[config.mk]
export PLATFORM = sky130hd
export DESIGN_NAME = ifm_rx_ingress
export DESIGN_NICKNAME = d
export VERILOG_FILES = /design/src/rtl/ifm_rx_ingress.sv
export SDC_FILE = /design/constraint.sdc
export NUM_CORES = 1
export LEC_CHECK = 0
export BUFFER_PORTS_ARGS = -buffer_cell sky130_fd_sc_hd__buf_2
export CELL_PAD_IN_SITES_DETAIL_PLACEMENT = 1
export CELL_PAD_IN_SITES_GLOBAL_PLACEMENT = 2
export CORE_AREA = 10 10 236 126
export CTS_CLUSTER_SIZE = 40
export DETAILED_ROUTE_END_ITERATION = 8
export DIE_AREA = 0 0 246 136
export GPL_ROUTABILITY_DRIVEN = 0
export PLACE_DENSITY_LB_ADDON = 0.1
export SETUP_SLACK_MARGIN = 0.5
export SYNTH_ARGS = -nofsm -noshare
export SYNTH_HDL_FRONTEND = slang
export SYNTH_SLANG_ARGS = --single-unit
[constraint.sdc]
create_clock -name rx_clk -period 4.8 [get_ports rx_clk]
set_clock_uncertainty 0.1 [all_clocks]
set_input_delay 0.72 -clock rx_clk [delete_from_list [all_inputs] [get_ports rx_clk]]
set_output_delay 0.72 -clock rx_clk [all_outputs]
set_load 0.02 [all_outputs]
[src/rtl/ifm_rx_ingress.sv]
// RX ingress stage: moves MAC receive beats into the RX data FIFO and emits
// one {trunc, bad, len} status word per frame into the RX info FIFO.
// Whole frames are dropped when either FIFO is almost full at frame start;
// frames longer than C_MAX_FRAME are cut short with a forced tlast word.
module ifm_rx_ingress #(
    parameter int C_DATA_WIDTH = 64,
    parameter int C_KEEP_WIDTH = C_DATA_WIDTH / 8,
    parameter int C_LEN_WIDTH  = 14,
    parameter int C_MAX_FRAME  = 9018,
    parameter int C_CNT_WIDTH  = 32
) (
    input  logic                                rx_clk,
    input  logic                                rx_reset_n,
    input  logic [C_DATA_WIDTH-1:0]             rx_axis_mac_tdata,
    input  logic [C_KEEP_WIDTH-1:0]             rx_axis_mac_tkeep,
    input  logic                                rx_axis_mac_tlast,
    input  logic                                rx_axis_mac_tuser,
    input  logic                                rx_axis_mac_tvalid,
    output logic                                rx_axis_mac_tready,
    output logic [C_DATA_WIDTH+C_KEEP_WIDTH:0]  data_fifo_wdata,
    output logic                                data_fifo_wren,
    input  logic                                data_fifo_afull,
    output logic [C_LEN_WIDTH+1:0]              info_fifo_wdata,
    output logic                                info_fifo_wren,
    input  logic                                info_fifo_afull,
    input  logic                                stat_clr,
    output logic [C_CNT_WIDTH-1:0]              stat_frame_cnt,
    output logic [C_CNT_WIDTH-1:0]              stat_drop_cnt
);

    localparam int POP_W = $clog2(C_KEEP_WIDTH + 1);

    typedef enum logic [2:0] {
        S_SYNC,
        S_IDLE,
        S_PASS,
        S_DROP,
        S_TRUNC
    } state_t;

    state_t                 state;
    logic [C_LEN_WIDTH-1:0] len;
    logic [POP_W-1:0]       pop;
    logic [C_LEN_WIDTH-1:0] len_first;
    logic [C_LEN_WIDTH-1:0] len_next;
    logic                   over;
    logic                   beat;
    logic                   afull_any;
    logic                   drop_inc;

    assign beat      = rx_axis_mac_tvalid & rx_axis_mac_tready;
    assign afull_any = data_fifo_afull | info_fifo_afull;
    assign len_first = C_LEN_WIDTH'(pop);
    assign len_next  = len + C_LEN_WIDTH'(pop);
    assign over      = len_next > C_LEN_WIDTH'(C_MAX_FRAME);
    assign drop_inc  = beat & (state == S_IDLE) & afull_any;

    // Byte count of the current beat; tkeep is contiguous so a popcount is the length.
    always_comb begin
        pop = '0;
        for (int i = 0; i < C_KEEP_WIDTH; i++)
            pop = pop + POP_W'(rx_axis_mac_tkeep[i]);
    end

    // Frame FSM with registered FIFO write ports; tready rises once after reset and stays up.
    always_ff @(posedge rx_clk or negedge rx_reset_n) begin
        if (!rx_reset_n) begin
            state              <= S_SYNC;
            len                <= '0;
            rx_axis_mac_tready <= 1'b0;
            data_fifo_wren     <= 1'b0;
            data_fifo_wdata    <= '0;
            info_fifo_wren     <= 1'b0;
            info_fifo_wdata    <= '0;
        end else begin
            rx_axis_mac_tready <= 1'b1;
            data_fifo_wren     <= 1'b0;
            info_fifo_wren     <= 1'b0;
            if (beat) begin
                case (state)
                    // Swallow whatever frame may be in flight at reset release.
                    S_SYNC: begin
                        if (rx_axis_mac_tlast) state <= S_IDLE;
                    end
                    // First beat: the only place afull is honoured.
                    S_IDLE: begin
                        if (afull_any) begin
                            if (!rx_axis_mac_tlast) state <= S_DROP;
                        end else begin
                            data_fifo_wren  <= 1'b1;
                            data_fifo_wdata <= {rx_axis_mac_tlast, rx_axis_mac_tkeep, rx_axis_mac_tdata};
                            len             <= len_first;
                            if (rx_axis_mac_tlast) begin
                                info_fifo_wren  <= 1'b1;
                                info_fifo_wdata <= {1'b0, ~rx_axis_mac_tuser, len_first};
                            end else begin
                                state <= S_PASS;
                            end
                        end
                    end
                    // Body beats: the beat that crosses the limit closes the frame early.
                    S_PASS: begin
                        data_fifo_wren <= 1'b1;
                        if (over) begin
                            data_fifo_wdata <= {1'b1, rx_axis_mac_tkeep, rx_axis_mac_tdata};
                            info_fifo_wren  <= 1'b1;
                            info_fifo_wdata <= {2'b11, len_next};
                            state           <= rx_axis_mac_tlast ? S_IDLE : S_TRUNC;
                        end else begin
                            data_fifo_wdata <= {rx_axis_mac_tlast, rx_axis_mac_tkeep, rx_axis_mac_tdata};
                            len             <= len_next;
                            if (rx_axis_mac_tlast) begin
                                info_fifo_wren  <= 1'b1;
                                info_fifo_wdata <= {1'b0, ~rx_axis_mac_tuser, len_next};
                                state           <= S_IDLE;
                            end
                        end
                    end
                    S_DROP, S_TRUNC: begin
                        if (rx_axis_mac_tlast) state <= S_IDLE;
                    end
                    default: state <= S_SYNC;
                endcase
            end
        end
    end

    // Delivered-frame counter: counts info words as they are written; clear wins.
    always_ff @(posedge rx_clk or negedge rx_reset_n) begin
        if (!rx_reset_n)
            stat_frame_cnt <= '0;
        else if (stat_clr)
            stat_frame_cnt <= '0;
        else if (info_fifo_wren && !(&stat_frame_cnt))
            stat_frame_cnt <= stat_frame_cnt + 1'b1;
    end

    // Dropped-frame counter: counts frames refused at their first beat; clear wins.
    always_ff @(posedge rx_clk or negedge rx_reset_n) begin
        if (!rx_reset_n)
            stat_drop_cnt <= '0;
        else if (stat_clr)
            stat_drop_cnt <= '0;
        else if (drop_inc && !(&stat_drop_cnt))
            stat_drop_cnt <= stat_drop_cnt + 1'b1;
    end

endmodule
==> results of run 1 <==
==> area by class of cell <==
type,instances,area [µm²]
multi-input combinational,653,4020
tap,352,440
clock buffer,18,439
antenna,2,5.00
fill,3035,14500
clock inverter,14,138
sequential,173,4330
timing repair buffer,306,1790
inverter,35,139
==> kinds of logic after synthesis <==
logic type | synth area share (%)
xor gates and xnor gates | 5.59
adders and majority gates | 2.71
other | 0.0452
buffers and inverters | 3.35
AOI/OAI and AO/OA | 8.31
muxes | 3.15
and+or+nand+nor | 24.7
DFF | 52.2
==> per-stage QoR <==
stage / TNS (ns) / worst slack (ns)
floorplan: -14.26 / -0.607
global placement: -25.60 / -0.839
detailed placement: -28.03 / -0.913
CTS: -6.31 / -0.293
global route: -13.97 / -0.529
finish: -10.16 / -0.435
==> how the worst max path moves through the flow <==
| stage | from | endpoint | slack (ns) | cells after the start |
|---|---|---|---|---|
| 3_3_place_gp | rx_axis_mac_tkeep[0] | len[3]$_DFFE_PN0P_ | -0.84 | 17 |
| 3_5_place_dp | rx_axis_mac_tkeep[0] | len[2]$_DFFE_PN0P_ | -0.91 | 17 |
| 2_1_floorplan | rx_axis_mac_tkeep[0] | info_fifo_wdata[10]$_DFFE_PN0P_ | -0.61 | 18 |
| 4_1_cts | rx_axis_mac_tkeep[0] | info_fifo_wdata[6]$_DFFE_PN0P_ | -0.29 | 18 |
| 5_1_grt | rx_axis_mac_tkeep[0] | info_fifo_wdata[8]$_DFFE_PN0P_ | -0.53 | 19 |
| 6_report | rx_axis_mac_tkeep[0] | info_fifo_wdata[7]$_DFFE_PN0P_ | -0.43 | 19 |
==> synthesized netlist by cell type (6+ instances only) <==
| library cell | instances |
|---|---|
| a21oi_1 | 30 |
| and3_1 | 10 |
| buf_1 | 6 |
| clkbuf_1 | 29 |
| dfrtp_1 | 173 |
| ha_1 | 10 |
| inv_1 | 34 |
| mux2_2 | 13 |
| nand2_1 | 245 |
| nand2b_1 | 9 |
| nand3_1 | 38 |
| nand4_1 | 21 |
| nor2_1 | 74 |
| nor3_1 | 16 |
| nor4_1 | 7 |
| o21ai_0 | 28 |
| o2bb2ai_1 | 7 |
| or3_1 | 15 |
| xnor2_1 | 27 |
| xor2_1 | 26 |
==> layer usage <==
metal | routed length (µm) | vias to the layer above | track usage, %
met5 | 21 | - | 0
met4 | 327 | 4 | 5.56
met3 | 1820 | 24 | 5.80
met2 | 13700 | 148 | 26.5
met1 | 15100 | 3773 | 25.6
li1 | - | 3599 | -
==> state kept, by name, indices dropped and copies added, names as in the netlist <==
name / cells
data_fifo_wdata: 73
stat_drop_cnt: 32
stat_frame_cnt: 32
info_fifo_wdata: 16
len: 14
state: 3
data_fifo_wren: 1
info_fifo_wren: 1
rx_axis_mac_tready: 1
==> timing repair <==
item	CTS	global route
gates resized for setup	45	26
pin swaps	18	7
buffers inserted	15	3
endpoints found under the setup margin	34	34
gates cloned	1	1
==> worst max-delay path, cell delays in order <==
cell       delay (ns)
buf_8            0.08
inv_8            0.03
fa_1             0.57
fa_1             0.44
fa_1             0.46
inv_2            0.09
ha_4             0.14
inv_2            0.04
fa_2             0.54
fa_2             0.25
and3b_2          0.23
or4_4            0.54
and4_4           0.22
o211ai_4         0.21
a221oi_4         0.10
a211oi_4         0.21
buf_4            0.17
clkbuf_16        0.14
mux2_4           0.29
==> report_power, final <==
| group | internal, mW | switching, mW |
|---|---|---|
| Sequential | 1.80 | 0.212 |
| Combinational | 0.685 | 1.16 |
| Clock | 0.739 | 0.664 |
==> reports/metrics.cfg, run 1 <==
[floorplanning]
coreArea_um2=25800
ios=236
initial_core_util_pct=32.2
die_w_um=246
die_h_um=136
num_rows=42
die-area_um2=33500

[final_layout]
nNetsFinal=1281
drive_gt1_share_pct=34.1
instances_no_fill=1553
fin_util_pct=43.8
layout_common_cells=nand2_1 (244), buf_2 (233), dfrtp_1 (173), nor2_1 (73), buf_4 (60)
layout_commonest_cell=nand2_1
final_cell_area_um2=11300
area_growth_pct=36.1

[sta]
fin_crit_ns=5.23
final_max_slew_viol_count=0
setup_violations=34
hold_viol=0
fin_ws_ns=-0.435
rsz0062_at_grt=yes
worst_slew_pin_slew_ns=1.09
holdWs_ns=0.206
fin_crit_sh_pct=109
maxSlewHeadroom_pct=27.4
max_freq_mhz=191

[yosys]
synthTopCellsByArea=dfrtp_1 (52%), nand2_1 (11%), nor2_1 (3.3%)
syn_nets=992
ys_types=64
seq_area_frac_synth_pct=52.2
netlist_area_um2=8300
yosys.area.top_type=dfrtp_1
ys_ff_latch=173
ys_async_sr_fraction_pct=100
synth_edf_count=0
synth_area_per_cell_um2=9.25
syn_inst=897
ys_warn_count=0
synth-main-ff-cell=dfrtp_1
synth_top_cell_area_share_pct=52.2

[clocking]
numCtsBuffers=17
clk_pin_slew_ns=0.07
clock-sinks=173
hold_buffers=0
clk_latency_ns=0.46
clk_path_buf_depth=2
h-tree-depth=4
cts_root_buf=clkbuf_16
cts_tree=yes

[detailed_routing]
drc_errors=0
wl_mm=30.9
avgViaCountPerCell=4.86
post_drt_wl_per_cell_um=19.9
antenna_left=0
drtIter0Drc=499
via_count=7548
firstDrtPassIters=4

[status]
status=finished with violations
violations=setup timing

[grt]
grt_pass1_vias=7939
grt_max_degree=88
gr-total-overflow=0
grt_pass1_wl_mm=47.7
antenna_found_initial=4
grt_usage_pct=18.4

[min_path]
hold_class=in -> async

[critical_path]
r2r_setup_slack_ns=1.50
crit_fanout=6
worstSetupEndpointType=register
crit_path_start_kind=input port
crit_required_ns=5.04
worstSetupPathType=in -> reg
arrival_ns=5.47
rr_worst_depth=12
reg2reg_from=len[0]$_DFFE_PN0P_
r2r-end=info_fifo_wdata[7]$_DFFE_PN0P_

[pwr]
powerDensity_nw_per_um2=466
peakVddDrop_mv=0.252
p_leak_nw=5.64
finalPower_mw=5.27

[placed_design]
place_hpwl_mm=22.4
dp_cells=1499
place_area_um2=10200
numPortBuffers=235

[run]
cap_violations=0

Note: power is estimated with default switching activity, not from simulation.
==> run 2: changes to the inputs <==
==> constraint.sdc (replaced) <==
create_clock -name rx_clk -period 4.8 [get_ports rx_clk]
set_clock_uncertainty 0.1 [all_clocks]
set_input_delay 0.96 -clock rx_clk [delete_from_list [all_inputs] [get_ports rx_clk]]
set_output_delay 0.96 -clock rx_clk [all_outputs]
set_load 0.02 [all_outputs]
==> reports/metrics.cfg, run 2 (synthesized netlist as in run 1, its figures left out) <==
[status]
status=finished with violations  ; unchanged
violations=setup timing  ; unchanged

[final_layout]
drive_gt1_share_pct=33.8  ; was 34.1%
nNetsFinal=1285  ; was 1,281
seq_area_um2=4330  ; unchanged
final_cell_area_um2=11300  ; about the same
multi_input_area_um2=3920  ; was 4020 µm²
instances_no_fill=1557  ; was 1,553
largest_register_ffs=73  ; unchanged
layout_commonest_cell=nand2_1  ; unchanged
area_growth_pct=35.7  ; was 36.1%
top_register=data_fifo_wdata  ; unchanged
layout_common_cells=nand2_1 (244), buf_2 (232), dfrtp_1 (173), nor2_1 (73), buf_4 (67)  ; was nand2_1 (244), buf_2 (233), dfrtp_1 (173), nor2_1 (73), buf_4 (60)
fillers=3037  ; was 3,035
top_regs=data_fifo_wdata: 73 flops, stat_drop_cnt: 32 flops, stat_frame_cnt: 32 flops  ; unchanged

[sta]
holdWs_ns=0.372  ; was 0.206 ns
final_max_slew_viol_count=0  ; unchanged
max_freq_mhz=187  ; was 191 MHz
maxSlewHeadroom_pct=24.6  ; was 27.4%
fin_ws_ns=-0.539  ; was -0.435 ns
fin_crit_ns=5.34  ; was 5.23 ns
worst_slew_pin_slew_ns=1.13  ; was 1.09 ns
rsz0062_at_grt=yes  ; unchanged
hold_viol=0  ; unchanged
fin_crit_sh_pct=111  ; was 109%
setup_violations=34  ; unchanged
fin_setup_tns_ns=-16.06  ; was -10.16 ns

[grt]
antenna_found_initial=5  ; was 4
grt_max_degree=83  ; was 88
grt_usage_pct=17.8  ; was 18.4%
gr-total-overflow=0  ; unchanged
grt_pass1_vias=7764  ; was 7,939
grt_pass1_wl_mm=46.7  ; was 47.7 mm

[detailed_routing]
avgViaCountPerCell=4.79  ; was 4.86
wl_mm=29.7  ; was 30.9 mm
post_drt_wl_per_cell_um=19.1  ; was 19.9 µm
drtIter0Drc=475  ; was 499
via_count=7458  ; was 7,548
firstDrtPassIters=4  ; unchanged
drc_errors=0  ; unchanged
antenna_left=0  ; unchanged

[clocking]
cts_root_buf=clkbuf_16  ; unchanged
numCtsBuffers=17  ; unchanged
hold_buffers=0  ; unchanged
cts_tree=yes  ; unchanged
clk_latency_ns=0.44  ; was 0.46 ns
clk_path_buf_depth=2  ; unchanged
clk_pin_slew_ns=0.07  ; about the same
clock-sinks=173  ; unchanged
h-tree-depth=4  ; unchanged

[pwr]
peakVddDrop_mv=0.291  ; was 0.252 mV
internal-power_mw=3.36  ; was 3.23 mW
combPwrFrac_pct=34.9  ; was 35.1%
p_leak_nw=5.66  ; was 5.64 nW
finalPower_mw=5.35  ; was 5.27 mW
p_sw_share_pct=37.1  ; was 38.7%
pwr-share-clk_pct=27.5  ; was 26.6%
power_switching_mw=1.98  ; was 2.04 mW
powerDensity_nw_per_um2=475  ; was 466 nW/µm²
seq_power_share_pct=37.6  ; was 38.3%

[critical_path]
worstSetupEndpointType=register  ; unchanged
arrival_ns=5.57  ; was 5.47 ns
crit_required_ns=5.03  ; was 5.04 ns
worstSetupPathType=in -> reg  ; unchanged
crit_fanout=12  ; was 6
crit_path_start_kind=input port  ; unchanged
rr_worst_depth=11  ; was 12

[min_path]
hold_class=reg -> reg  ; was in -> async
whs_path_depth=2

[placed_design]
place_area_um2=10300  ; was 10,200 µm²
place_hpwl_mm=21.9  ; was 22.4 mm
numPortBuffers=235  ; unchanged
dp_cells=1506  ; was 1,499

[floorplanning]
num_rows=42  ; unchanged
die-area_um2=33500  ; unchanged
ios=236  ; unchanged
die_h_um=136  ; unchanged
die_w_um=246  ; unchanged
initial_core_util_pct=32.2  ; unchanged
coreArea_um2=25800  ; unchanged

[run]
cap_violations=0  ; unchanged

## run 2: cell count changes in the layout (fill, tap and decap cells not counted), moves of 3 or more
cell | previous run | this run
o2bb2ai_1 | 1 | 5
inv_6 | 5 | 2
buf_4 | 60 | 67
o2bb2ai_2 | 6 | 2
buf_6 | 10 | 7
## run 2: final cells by class
type,instances,share of cell area (%)
Sequential cell,173,38.4
Multi-Input combinational cell,653,34.8
Timing Repair Buffer,310,16.1
Clock buffer,19,4.02
Tap cell,352,3.91
Clock inverter,13,1.43
Inverter,35,1.23
Antenna cell,2,0.0444
## run 2: final timing paths
kind | slack [ns] | endpoint | start
setup / recovery | -0.54 | info_fifo_wdata[1]$_DFFE_PN0P_ | rx_axis_mac_tkeep[0]
hold / removal | 0.37 | data_fifo_wdata[61]$_DFFE_PN0P_ | data_fifo_wdata[61]$_DFFE_PN0P_
max in group asynchronous | 3.04 | info_fifo_wdata[6]$_DFFE_PN0P_ | rx_reset_n
hold reg to reg | 0.37 | data_fifo_wdata[61]$_DFFE_PN0P_ | data_fifo_wdata[61]$_DFFE_PN0P_
min in group asynchronous | 0.41 | data_fifo_wdata[45]$_DFFE_PN0P_ | rx_reset_n
setup reg to reg | 1.73 | info_fifo_wdata[1]$_DFFE_PN0P_ | len[0]$_DFFE_PN0P_
## run 2: critical path, cell delays in order
cell and delay [ns]:
buf_8 0.08, inv_8 0.03, fa_2 0.59, fa_1 0.43, fa_1 0.43, inv_1 0.07
ha_2 0.18, inv_2 0.04, fa_2 0.34, xnor2_2 0.16, buf_4 0.15, ha_4 0.15
a21o_1 0.16, or4_4 0.53, and4_4 0.21, o211ai_4 0.21, a221oi_2 0.10, a211oi_4 0.24
buf_12 0.20, mux2_4 0.31
## run 2: routing by layer
| layer | part of all wire [%] | track usage, % | routed length, µm |
|---|---|---|---|
| met1 | 50 | 24.9 | 14800 |
| met2 | 44 | 26.1 | 12900 |
| met3 | 5.7 | 5.35 | 1700 |
| met4 | 1.0 | 4.57 | 297 |
| met5 | 0.11 | 0 | 33 |
## run 2: power groups by stage
stage / combinational, mW / clock [mW] / sequential [mW]
global route: 2.02 / 1.59 / 2.06
CTS: 1.87 / 1.52 / 2.01
global placement: 1.71 / 0 / 2.01
finish: 1.87 / 1.47 / 2.01
floorplan: 0.534 / 0 / 2.41
detailed placement: 1.72 / 0 / 2.02
## run 2: per-stage QoR
stage	worst slack [ns]	util (%)
after detailed placement	-1.24	39.8
after CTS	-0.593	43.4
final	-0.539	43.7
after global routing	-0.710	43.7
after global placement	-1.18	39.8
after floorplan	-0.847	-
## run 2: repair_timing
item                                    CTS  global route
setup buffers                            14             3
pin swaps                                11            12
endpoints found under the setup margin   34            34
cloned                                    0             0
resized for setup                        41            13
